### src/rtl/pixel_scan_pkg.sv
// -----------------------------------------------------------------------------
// pixel_scan_pkg
// Shared definitions for the two-pass pixel scan sequencer:
//   - scan_state_e : sequencer state encoding
//   - N            : pixel count of the default-sized image
//   - scan_len()   : pixel count for an arbitrary image size
//   - is_read_state(): states in which the pixel memory is read
// -----------------------------------------------------------------------------
package pixel_scan_pkg;

    typedef enum logic [2:0] {
        IDLE    = 3'd0,
        PASS1   = 3'd1,
        WAIT_WE = 3'd2,
        PASS2   = 3'd3,
        DRAIN   = 3'd4,
        FINISH  = 3'd5
    } scan_state_e;

    localparam int IMG_W_DEF = 256;
    localparam int IMG_H_DEF = 256;
    localparam int N         = IMG_W_DEF * IMG_H_DEF;

    // Number of pixels visited by one pass over a w x h image.
    function automatic int scan_len(input int w, input int h);
        return w * h;
    endfunction

    // The address counter only advances (and rd_en is only high) in the two pass states.
    function automatic logic is_read_state(input scan_state_e s);
        return (s == PASS1) || (s == PASS2);
    endfunction

endpackage

### src/rtl/scan_addr_counter.sv
// -----------------------------------------------------------------------------
// scan_addr_counter
// Raster address counter for one pass over the image. Counts 0..N_PIX-1 while
// enabled and wraps to 0 after the last pixel, so it never presents an
// out-of-range address.
// Ports:
//   clk, rst_n : clock, asynchronous active-low reset
//   clr        : synchronous clear to 0 (higher priority than en)
//   en         : advance by one pixel
//   addr       : current (registered) address
//   tc         : terminal count, high while addr == N_PIX-1
// -----------------------------------------------------------------------------
module scan_addr_counter
    import pixel_scan_pkg::*;
#(
    parameter int N_PIX  = N,
    parameter int ADDR_W = 16
) (
    input  logic              clk,
    input  logic              rst_n,
    input  logic              clr,
    input  logic              en,
    output logic [ADDR_W-1:0] addr,
    output logic              tc
);

    localparam logic [ADDR_W-1:0] LAST_ADDR = ADDR_W'(N_PIX - 1);

    logic [ADDR_W-1:0] count_q;
    logic [ADDR_W-1:0] count_d;

    assign tc   = (count_q == LAST_ADDR);
    assign addr = count_q;

    // Next count: clear, wrap at the last pixel, or step by one.
    always_comb begin
        count_d = count_q;
        if (clr) begin
            count_d = '0;
        end else if (en) begin
            if (tc) begin
                count_d = '0;
            end else begin
                count_d = count_q + ADDR_W'(1);
            end
        end else begin
            count_d = count_q;
        end
    end

    // Counter register.
    always_ff @(posedge clk or negedge rst_n) begin
        if (!rst_n) begin
            count_q <= '0;
        end else begin
            count_q <= count_d;
        end
    end

endmodule

### src/rtl/pixel_scan_sequencer.sv
// -----------------------------------------------------------------------------
// pixel_scan_sequencer
// Drives two raster passes over an IMG_W x IMG_H pixel memory. Pass 1 only
// reads; the block then waits (indefinitely) for the controller's we to
// acknowledge done. Pass 2 reads again and issues an output write for every
// pixel one cycle after its read (one-cycle memory latency), followed by a
// drain cycle for the last write. FINISH holds reallydone until a new start.
// Ports:
//   clk, rst_n  : clock, asynchronous active-low reset
//   start       : begin a two-pass scan (honoured only in IDLE / FINISH)
//   we          : controller acknowledge of done (honoured only in WAIT_WE)
//   rd_en       : pixel memory read strobe
//   rd_addr     : pixel memory read address
//   wr_valid    : output write strobe (pass 2 only)
//   wr_addr     : output write address (pass 2 only)
//   done        : level, pass 1 complete and awaiting we
//   reallydone  : level, pass 2 complete
//   pass        : 0 during pass 1, 1 during pass 2 (including the drain cycle)
// All outputs are registered.
// -----------------------------------------------------------------------------
module pixel_scan_sequencer
    import pixel_scan_pkg::*;
#(
    parameter int IMG_W  = 256,
    parameter int IMG_H  = 256,
    parameter int ADDR_W = 16
) (
    input  logic              clk,
    input  logic              rst_n,
    input  logic              start,
    input  logic              we,
    output logic              rd_en,
    output logic [ADDR_W-1:0] rd_addr,
    output logic              wr_valid,
    output logic [ADDR_W-1:0] wr_addr,
    output logic              done,
    output logic              reallydone,
    output logic              pass
);

    localparam int N_PIX = scan_len(IMG_W, IMG_H);

    scan_state_e       state_q;
    scan_state_e       state_d;

    logic              cnt_en_s;
    logic              cnt_clr_s;
    logic              cnt_tc_s;
    logic [ADDR_W-1:0] cnt_addr_s;

    logic              rd_en_q;
    logic              rd_en_d;
    logic              wr_valid_q;
    logic              wr_valid_d;
    logic [ADDR_W-1:0] wr_addr_q;
    logic [ADDR_W-1:0] wr_addr_d;
    logic              done_q;
    logic              done_d;
    logic              reallydone_q;
    logic              reallydone_d;
    logic              pass_q;
    logic              pass_d;

    // The counter sits at 0 outside the pass states, so every pass starts at address 0.
    assign cnt_en_s  = is_read_state(state_q);
    assign cnt_clr_s = !cnt_en_s;

    scan_addr_counter #(
        .N_PIX  (N_PIX),
        .ADDR_W (ADDR_W)
    ) u_addr_cnt (
        .clk   (clk),
        .rst_n (rst_n),
        .clr   (cnt_clr_s),
        .en    (cnt_en_s),
        .addr  (cnt_addr_s),
        .tc    (cnt_tc_s)
    );

    // State register.
    always_ff @(posedge clk or negedge rst_n) begin
        if (!rst_n) begin
            state_q <= IDLE;
        end else begin
            state_q <= state_d;
        end
    end

    // Next-state logic; start and we are ignored outside the states that sample them.
    always_comb begin
        state_d = state_q;
        case (state_q)
            IDLE: begin
                if (start) state_d = PASS1;
                else       state_d = IDLE;
            end
            PASS1: begin
                if (cnt_tc_s) state_d = WAIT_WE;
                else          state_d = PASS1;
            end
            WAIT_WE: begin
                if (we) state_d = PASS2;
                else    state_d = WAIT_WE;
            end
            PASS2: begin
                if (cnt_tc_s) state_d = DRAIN;
                else          state_d = PASS2;
            end
            DRAIN: begin
                state_d = FINISH;
            end
            FINISH: begin
                if (start) state_d = PASS1;
                else       state_d = FINISH;
            end
            default: begin
                state_d = IDLE;
            end
        endcase
    end

    // Output decode from the upcoming state so the flags change on the same edge as the state.
    // The write strobe is the pass-2 read strobe delayed one cycle.
    always_comb begin
        rd_en_d      = is_read_state(state_d);
        done_d       = (state_d == WAIT_WE);
        reallydone_d = (state_d == FINISH);
        pass_d       = (state_d == PASS2) || (state_d == DRAIN);
        wr_valid_d   = rd_en_q && pass_q;
        if (wr_valid_d) begin
            wr_addr_d = cnt_addr_s;
        end else begin
            wr_addr_d = '0;
        end
    end

    // Output and read-to-write delay registers.
    always_ff @(posedge clk or negedge rst_n) begin
        if (!rst_n) begin
            rd_en_q      <= 1'b0;
            wr_valid_q   <= 1'b0;
            wr_addr_q    <= '0;
            done_q       <= 1'b0;
            reallydone_q <= 1'b0;
            pass_q       <= 1'b0;
        end else begin
            rd_en_q      <= rd_en_d;
            wr_valid_q   <= wr_valid_d;
            wr_addr_q    <= wr_addr_d;
            done_q       <= done_d;
            reallydone_q <= reallydone_d;
            pass_q       <= pass_d;
        end
    end

    assign rd_en      = rd_en_q;
    assign rd_addr    = cnt_addr_s;
    assign wr_valid   = wr_valid_q;
    assign wr_addr    = wr_addr_q;
    assign done       = done_q;
    assign reallydone = reallydone_q;
    assign pass       = pass_q;

endmodule

### config.mk
export PLATFORM = sky130hd
export DESIGN_NAME = pixel_scan_sequencer
export DESIGN_NICKNAME = d
export VERILOG_FILES = /design/src/rtl/pixel_scan_pkg.sv /design/src/rtl/scan_addr_counter.sv /design/src/rtl/pixel_scan_sequencer.sv
export SDC_FILE = /design/constraint.sdc
export NUM_CORES = 1
export LEC_CHECK = 0
export BUFFER_PORTS_ARGS = -buffer_cell sky130_fd_sc_hd__buf_2
export CAP_MARGIN = 10
export CORE_MARGIN = 5
export CORE_UTILIZATION = 45
export DETAILED_ROUTE_END_ITERATION = 7
export GPL_TIMING_DRIVEN = 0
export PLACE_DENSITY = 0.82
export SLEW_MARGIN = 0
export SYNTH_ARGS = -nofsm -noshare
export SYNTH_HDL_FRONTEND = slang
export SYNTH_SLANG_ARGS = --single-unit
### constraint.sdc
create_clock -name clk -period 1.7 [get_ports clk]
set_input_delay 0.255 -clock clk [delete_from_list [all_inputs] [get_ports clk]]
set_output_delay 0.255 -clock clk [all_outputs]
set_load 0.01 [all_outputs]
# Word-level counts from Yosys, hierarchy flattened
# Index checks and enable logic that the tools add are counted.
# Widths: inputs -> output; s select.
dict set report word_totals {
  ff_bits 40
  output_inout_bits 37
  word_cells 34
}
dict set report classes {
  addsub 1
  n_eq_ne 11
  mux 9
  reduce_logical 5
}
# operator n
set ops {}
lappend ops {{$mux 16} 3}
lappend ops {{$pmux 3 s6} 1}
lappend ops {{$add 16x1->16 const B} 1}
lappend ops {{$eq 16x16->1 const B} 1}
lappend ops {{$eq 3x2->1 const B} 4}
lappend ops {{$eq 3x3->1 const B} 4}
lappend ops {{$eq 3x1->1 const B} 2}
lappend ops {{$mux 3} 2}
lappend ops {{$logic_not 3->1} 1}
lappend ops {{$logic_or 1x1->1} 3}
lappend ops {{$mux 1} 2}
lappend ops {{$mux 2} 1}
lappend ops {{$logic_and 1x1->1} 1}

# Depth between registers and ports, before layout
# Gate-level depths: netlist of the first run.
dict set report depth {
  word_depth 5
  ltp_mapped 6
}

# Cells and area by module
# Synthesis of the first run repeated with hierarchy kept, for this count alone.
dict set report unflattened {
  hier_cells 156
  hier_area_um2 1732.9
}
# module instances cells_each area_per_inst_um2 seq_area_each_um2
set modules_own_cells {}
lappend modules_own_cells {pixel_scan_sequencer 1 68 889.6 600.6}
lappend modules_own_cells {scan_addr_counter 1 88 843.3 400.4}

# Least setup slack after synthesis of the first run
# Ideal clock, no wire load.
dict set report synth_path {
  kind {register to register}
  start {register u_addr_cnt.count_q[0], in the netlist u_addr_cnt.addr[0]}
  end {register u_addr_cnt.count_q[11], in the netlist u_addr_cnt.addr[11]}
  t_arrival_ns 1.769
  required_ns 1.579
  path_slack_ns -0.190
  path_stages_with_launch 7
  path_buffers 1
  cell_sequence {dfrtp_1 ha_1 nand3_1 or4_4 nand3_1 buf_2 nor2_1}
}
dict set report synth_between {
  elab_chain_cells 3
  word_cells_on_any_way 4
  cone_classes {add/sub: 1; eq/ne: 1; mux: 2}
}
# item line
set synth_lines {}
lappend synth_lines {{from (decl)} scan_addr_counter.sv:29} ;# logic [ADDR_W-1:0] count_q;
lappend synth_lines {{from (signal assigned)} scan_addr_counter.sv:56} ;# count_q <= count_d;
lappend synth_lines {{$add 16x1->16 or $eq 16x16->1 (tied branches)} {scan_addr_counter.sv:44, scan_addr_counter.sv:32}}
lappend synth_lines {{$mux 16 *} scan_addr_counter.sv:41} ;# if (tc) begin
lappend synth_lines {{$mux 16 *} scan_addr_counter.sv:38} ;# if (clr) begin
lappend synth_lines {{via u_addr_cnt.count_d[11]} scan_addr_counter.sv:30} ;# logic [ADDR_W-1:0] count_d;
# The timed path passes the listed nets; every way through them passes the cells marked *.

# Final worst setup path of the first run
dict set report layout_path {
  start {register u_addr_cnt.count_q[15], in the netlist u_addr_cnt.addr[15]}
  end {register done_q, in the netlist done}
}
dict set report layout_between {
  elab_chain_cells 4
  word_cells_on_any_way 5
  cone_classes {eq/ne: 2; mux: 3}
}
# item line
set layout_lines {}
lappend layout_lines {{$eq 16x16->1 *} scan_addr_counter.sv:32} ;# assign tc = (count_q == LAST_ADDR);
lappend layout_lines {{$mux 3 or $mux 2 (tied branches)} {pixel_scan_sequencer.sv:106, pixel_scan_sequencer.sv:98}}
lappend layout_lines {{$pmux 3 s6 *} pixel_scan_sequencer.sv:92} ;# case (state_q)
lappend layout_lines {{$eq 3x2->1 *} pixel_scan_sequencer.sv:126} ;# done_d = (state_d == WAIT_WE);
lappend layout_lines {{via done_d} pixel_scan_sequencer.sv:58} ;# logic done_d;
lappend layout_lines {{to (signal assigned)} pixel_scan_sequencer.sv:150} ;# done_q <= done_d;
lappend layout_lines {{to (decl)} pixel_scan_sequencer.sv:57} ;# logic done_q;
# Marked as above.

==> results.yml, run 1 <==
sta:
  min_period_ps: 1659
  fmax_mhz: 602.9
  rsz0062_at_grt: "yes"
  tightest_slew_ps: 835.3
  fin_skew_ps: 19.08
  finalWorstSetupSlack_ps: 41.29
  hold_violations: 33
  holdWs_ps: -37.44
  finalSetupViolCount: 0
  slew_headroom: 0.4431
  tns_ps: 0
  timing.final.crit_share: 0.9757
  slew_viol_final: 0
power:
  peakVddDrop_v: 0.0006136
  power_frac_comb: 0.206
  p_clk_frac: 0.295
  power.density_nw_per_um2: 1048
  switching_power_w: 0.0006865
  p_sw_frac: 0.3078
  power.leakage_nw: 1.165
  intPower_w: 0.001544
  p_total_w: 0.002230
  p_seq_frac: 0.499
cells_and_area:
  syn_to_final_growth_pct: 32.37
  fin_nets: 211
  drive_gt1_frac: 0.3961
  num_antenna_cells: 0
drt:
  vias_per_cell: 5.253
  drt_iter0_markers: 142
  final_antenna_net_count: 0
  drc: 0
  wl_um: 3652
  firstDrtPassIters: 4
  vias: 1329
  wl_per_cell_um: 14.43
yosys:
  synth_warnings: 0
  netlist_area_sq_um: 1608
  synth_nets: 147
  synth_cells: 142
  ys_ff_latch: 40
  ys_types: 29
  ys_seq_area_frac: 0.6226
  syn_avg_cell_area_sq_um: 11.32
critical_path:
  cp.required_ps: 2010
  path_cells: "nand4_1 -> or4_4 -> or3_1 -> a21oi_2"
  slowest_stage: "or4_4"
  cp-end-kind: "flip-flop"
  cp.buffers_inverters: 0
  cp_max_fo: 5
  start_kind: "flip-flop"
  crit_family: "simple AND/OR/NAND/NOR gates"
  criticalPathCategory: "flip-flop to flip-flop"
  critPathArrivalTime_ps: 1970
  critPathMaxStageDelay_ps: 570
job:
  maxCapViolations: 0
clock_tree:
  numCtsBuffers: 5
  clk_pin_slew_worst_paths_ps: 140
  cts_tree: "built"
  cts-root-buf: "clkbuf_4"
  cts_sinks: 40
  cts_hold_buf: 0
  insertion_delay_ps: 370
  clockBufferDepth: 2
  cts_max_level: 2
die:
  dieArea_sq_um: 4869
  io_pins: 41
  die_h_um: 69.78
  die_w_um: 69.78
  floorplan.core_area_sq_um: 3390
  fp-row-count: 21
  start_util: 0.4743
grt:
  antenna_found_initial: 0
  grt_max_degree: 41
  grt_pass1_wl_um: 6127
  overflow: 0
  grtUsageTotal: 0.1604
  grt_pass1_vias: 1257
run_status:
  run_status: "finished with violations"
  violations: "negative hold slack"
placement:
  pre_cts_ws_ps: -160.5
  io_buffers: 40
  hpwl_um: 2338
  gp_congestion: 0.7888
min_path:
  holdCritPathClass: "input pin to asynchronous set/reset pin"
## metrics by stage
| stage | cells | instance area [sq um] | hold slack [ps] | utilization |
|---|---|---|---|---|
| final | 253 | 2128 | -37.44 | 0.6279 |
| after global routing | 253 | 2128 | 26.40 | 0.6279 |
| after CTS | 246 | 2066 | 3.584 | 0.6095 |
| after detailed placement | 228 | 1887 | 407.5 | 0.5567 |
| after global placement | 228 | 1887 | 397.5 | 0.5567 |
| after floorplan | 142 | 1629 | -40.59 | - |
## timing repair
| item | 4_1_cts | 5_1_grt |
|---|---|---|
| pin swaps | 1 | 1 |
| cloned | 0 | 0 |
| gates resized for setup | 6 | 4 |
| buffers inserted | 10 | 7 |
| endpoints found under the setup margin | 13 | 12 |
## state kept, by name, indices dropped and copies added, names as in the netlist
name	cells
rd_en	1
state_q	3
done	1
reallydone	1
u_addr_cnt.addr	16
wr_addr	16
pass	1
wr_valid	1
## synthesized netlist by cell type
library cell / number / share of area
a211oi_1: 1 / 0.0047
a21o_1: 1 / 0.0047
a21oi_1: 4 / 0.012
a31oi_1: 1 / 0.0039
and2_1: 1 / 0.0039
and3_1: 15 / 0.058
and3_2: 1 / 0.0047
and4_1: 1 / 0.0054
buf_2: 1 / 0.0031
clkbuf_1: 4 / 0.0093
dfrtp_1: 40 / 0.62
ha_1: 1 / 0.0078
inv_1: 6 / 0.014
nand2_1: 5 / 0.012
nand2b_1: 1 / 0.0039
nand3_1: 6 / 0.019
nand4_1: 4 / 0.016
nand4_4: 1 / 0.013
nor2_1: 19 / 0.044
nor2b_1: 1 / 0.0039
nor3_1: 3 / 0.0093
nor4_1: 5 / 0.019
o211a_1: 1 / 0.0062
o211ai_1: 1 / 0.0047
o21ai_0: 1 / 0.0031
or3_1: 2 / 0.0078
or4_4: 1 / 0.0070
xnor2_1: 10 / 0.054
xor2_1: 4 / 0.022
## final timing paths
| check | start | slack (ps) | cells after the start | endpoint |
|---|---|---|---|---|
| max | u_addr_cnt.addr[15] | 40 | 4 | done |
| min | rst_n | -40 | 1 | wr_addr[9] |
| max reg2reg | u_addr_cnt.addr[15] | 40 | 4 | done |
| min reg2reg | state_q[2] | 470 | 1 | done |
| max in group asynchronous | rst_n | 1140 | 1 | u_addr_cnt.addr[2] |
| min in group clk | start | 90 | 2 | reallydone |
## power by group through the flow
stage          logic (W)  registers [W]  clock network, W
6_report        0.000460        0.00111          0.000657
5_1_grt         0.000520        0.00113          0.000701
4_1_cts         0.000443        0.00111          0.000660
3_5_place_dp    0.000335        0.00116                 0
3_3_place_gp    0.000316        0.00116                 0
2_1_floorplan   0.000180        0.00116                 0
## layout by cell type, fill, tap and decap left out, types with 5 or more instances in the layout
cell type	count
buf_4	17
clkbuf_4	5
nor2_1	19
nor4_1	5
inv_1	6
xnor2_1	10
and3_1	15
dfrtp_2	9
dfrtp_1	31
buf_2	40
nand2_1	5
## cell type report
| class | instances | area, sq um |
|---|---|---|
| Buffer | 5 | 26.28 |
| Clock buffer | 5 | 37.54 |
| Clock inverter | 3 | 46.29 |
| Fill cell | 264 | 1261 |
| Inverter | 6 | 22.52 |
| Multi-Input combinational cell | 91 | 598.1 |
| Sequential cell | 40 | 1012 |
| Tap cell | 46 | 57.56 |
| Timing Repair Buffer | 57 | 327.8 |
## routing by layer
| metal | up-vias | track usage | share of wire | routed length, um |
|---|---|---|---|---|
| li1 | 621 | - | - | - |
| met1 | 641 | 0.2079 | 0.42 | 1528 |
| met2 | 54 | 0.2319 | 0.47 | 1709 |
| met3 | 13 | 0.05942 | 0.077 | 283 |
| met4 | 0 | 0.08511 | 0.036 | 130 |
| met5 | - | 0 | 0 | 0 |
## logic make-up after synthesis
family	count (synthesis)	synth area share
simple gates	66	0.2272
flops	40	0.6226
xor+xnor	14	0.07626
buf+inv	11	0.02645
compound gates	10	0.03969
fa+ha+maj	1	0.007781
Power figures use the tool's default switching activity.
==> run 2: changes to the inputs <==
CORE_UTILIZATION = 46   (was 45)
PLACE_DENSITY = 0.84   (was 0.82)
==> run 2 against run 1 <==
  * The run now ends clean
  * Register-to-register slack got worse by 40 ps
  * Sequential share of layout area increased by 0.51 points
  * Clock skew decreased by 9.4 ps
  * Hold slack improved by 40 ps
  * Setup slack got worse by 38 ps
  * Non-clock buffer count decreased by 3
  * Flip-flop and latch count unchanged
==> results.yml, run 2 (same netlist as run 1, synthesis figures left out) <==
clock_tree:
  numCtsBuffers: 5
  cts-root-buf: "clkbuf_4"
  insertion_delay_ps: 340
  cts_max_level: 2
  cts_tree: "built"
  clk_pin_slew_worst_paths_ps: 120
  cts_sinks: 40
  cts_hold_buf: 0
  clockBufferDepth: 2
cells_and_area:
  syn_to_final_growth_pct: 31.13
  n_fill_cell: 278
  multi_input_area_sq_um: 606.8
  drive_gt1_frac: 0.3971
  num_antenna_cells: 0
  layout.area.seq_sq_um: 1013
  layout_common_cells: "buf_2 (40), dfrtp_1 (30), nor2_1 (19)"
  mostFrequentLayoutCell: "buf_2"
  fin_nets: 208
die:
  die_w_um: 69.12
  start_util: 0.4781
  fp-row-count: 21
  floorplan.core_area_sq_um: 3363
  die_h_um: 69.12
  io_pins: 41
  dieArea_sq_um: 4778
sta:
  fmax_mhz: 589.3
  min_period_ps: 1697
  fin_skew_ps: 9.700
  finalSetupViolCount: 0
  tightest_slew_ps: 837.4
  slew_headroom: 0.4418
  finalWorstSetupSlack_ps: 3.137
  rsz0062_at_grt: "yes"
  tns_ps: 0
  slew_viol_final: 0
  hold_violations: 0
  holdWs_ps: 2.388
  timing.final.crit_share: 0.9982
grt:
  grt_pass1_vias: 1146
  antenna_found_initial: 0
  grt_max_degree: 41
  overflow: 0
  grtUsageTotal: 0.1455
  grt_pass1_wl_um: 5554
drt:
  final_antenna_net_count: 0
  drt_iter0_markers: 118
  firstDrtPassIters: 4
  drc: 0
  vias: 1294
  wl_um: 3542
  vias_per_cell: 5.176
  wl_per_cell_um: 14.17
power:
  power.density_nw_per_um2: 1032
  peakVddDrop_v: 0.0007027
  p_total_w: 0.002175
  power.leakage_nw: 1.152
critical_path:
  critPathMaxStageDelay_ps: 600
  critPathArrivalTime_ps: 1980
  cp.required_ps: 1980
  rrSetupSlack_ps: 3
  ff2ff_path_depth: 4
  start_kind: "flip-flop"
  critPathCapture: "state_q[1]"
  criticalPathCategory: "flip-flop to flip-flop"
  path_cells: "nand4_1 -> or4_4 -> or3_4 -> a21oi_2"
  cp.depth: 4
  r2r_end: "state_q[1]"
  slowest_stage: "or4_4"
  r2r-start: "u_addr_cnt.addr[13]"
  crit_family: "simple AND/OR/NAND/NOR gates"
  cp.buffers_inverters: 0
  startpoint: "u_addr_cnt.addr[13]"
  cp-end-kind: "flip-flop"
  cp_max_fo: 5
placement:
  io_buffers: 40
  gp_congestion: 0.8572
  pre_cts_ws_ps: -186.8
  hpwl_um: 2233
job:
  maxCapViolations: 0
run_status:
  run_status: "complete, no violations"
min_path:
  holdCritPathClass: "input pin to asynchronous set/reset pin"
## run 2: cell types whose count changed in the layout (fill, tap and decap cells not counted)
cell	previous run	this run
or3_1	2	1
buf_4	17	14
or3_4	0	1
dfrtp_1	31	30
a21oi_2	1	2
a21oi_1	3	2
clkbuf_1	4	5
dfrtp_2	9	10
clkinvlp_4	1	0
inv_6	1	0
clkinv_2	0	1
## run 2: metrics by stage
step,instances,utilization,instance area (sq um)
after floorplan,142,-,1629
after global placement,228,0.5610,1887
after detailed placement,228,0.5610,1887
after CTS,242,0.6038,2031
after global routing,250,0.6269,2108
final,250,0.6269,2108
## run 2: layout make-up
class / instances / share of cell area
clock buffer: 6 / 0.01958
clock inverter: 2 / 0.01662
timing repair buffer: 54 / 0.1448
buffer: 5 / 0.01246
tap: 46 / 0.02730
inverter: 6 / 0.01068
sequential: 40 / 0.4807
multi-input combinational: 91 / 0.2878
## run 2: repair_timing
item                                    4_1_cts  5_1_grt
buffers inserted                              6        8
pin swaps                                     2        2
endpoints found under the setup margin       13       12
gates resized for setup                       6        7
## run 2: worst min path at each step
stage | endpoint | slack [ps] | from
after floorplan | done | -40 | rst_n
after global placement | wr_addr[0] | 390 | rst_n
after detailed placement | wr_addr[4] | 400 | rst_n
after CTS | wr_addr[11] | 20 | rst_n
after global routing | wr_addr[0] | 70 | rst_n
final | wr_addr[4] | 2 | rst_n
## run 2: where the power goes
part           leakage (nW)  internal, W  switching, W
combinational         0.582     0.000196      0.000258
clock                0.0422     0.000308      0.000295
sequential            0.527      0.00102     0.0000958
## run 2: metal layers
metal / up-vias / GRT usage / part of all wire
met5: - / 0 / 0
met4: 0 / 0.06508 / 0.015
met3: 8 / 0.06686 / 0.092
met2: 61 / 0.2214 / 0.49
met1: 615 / 0.1763 / 0.41
li1: 610 / - / -
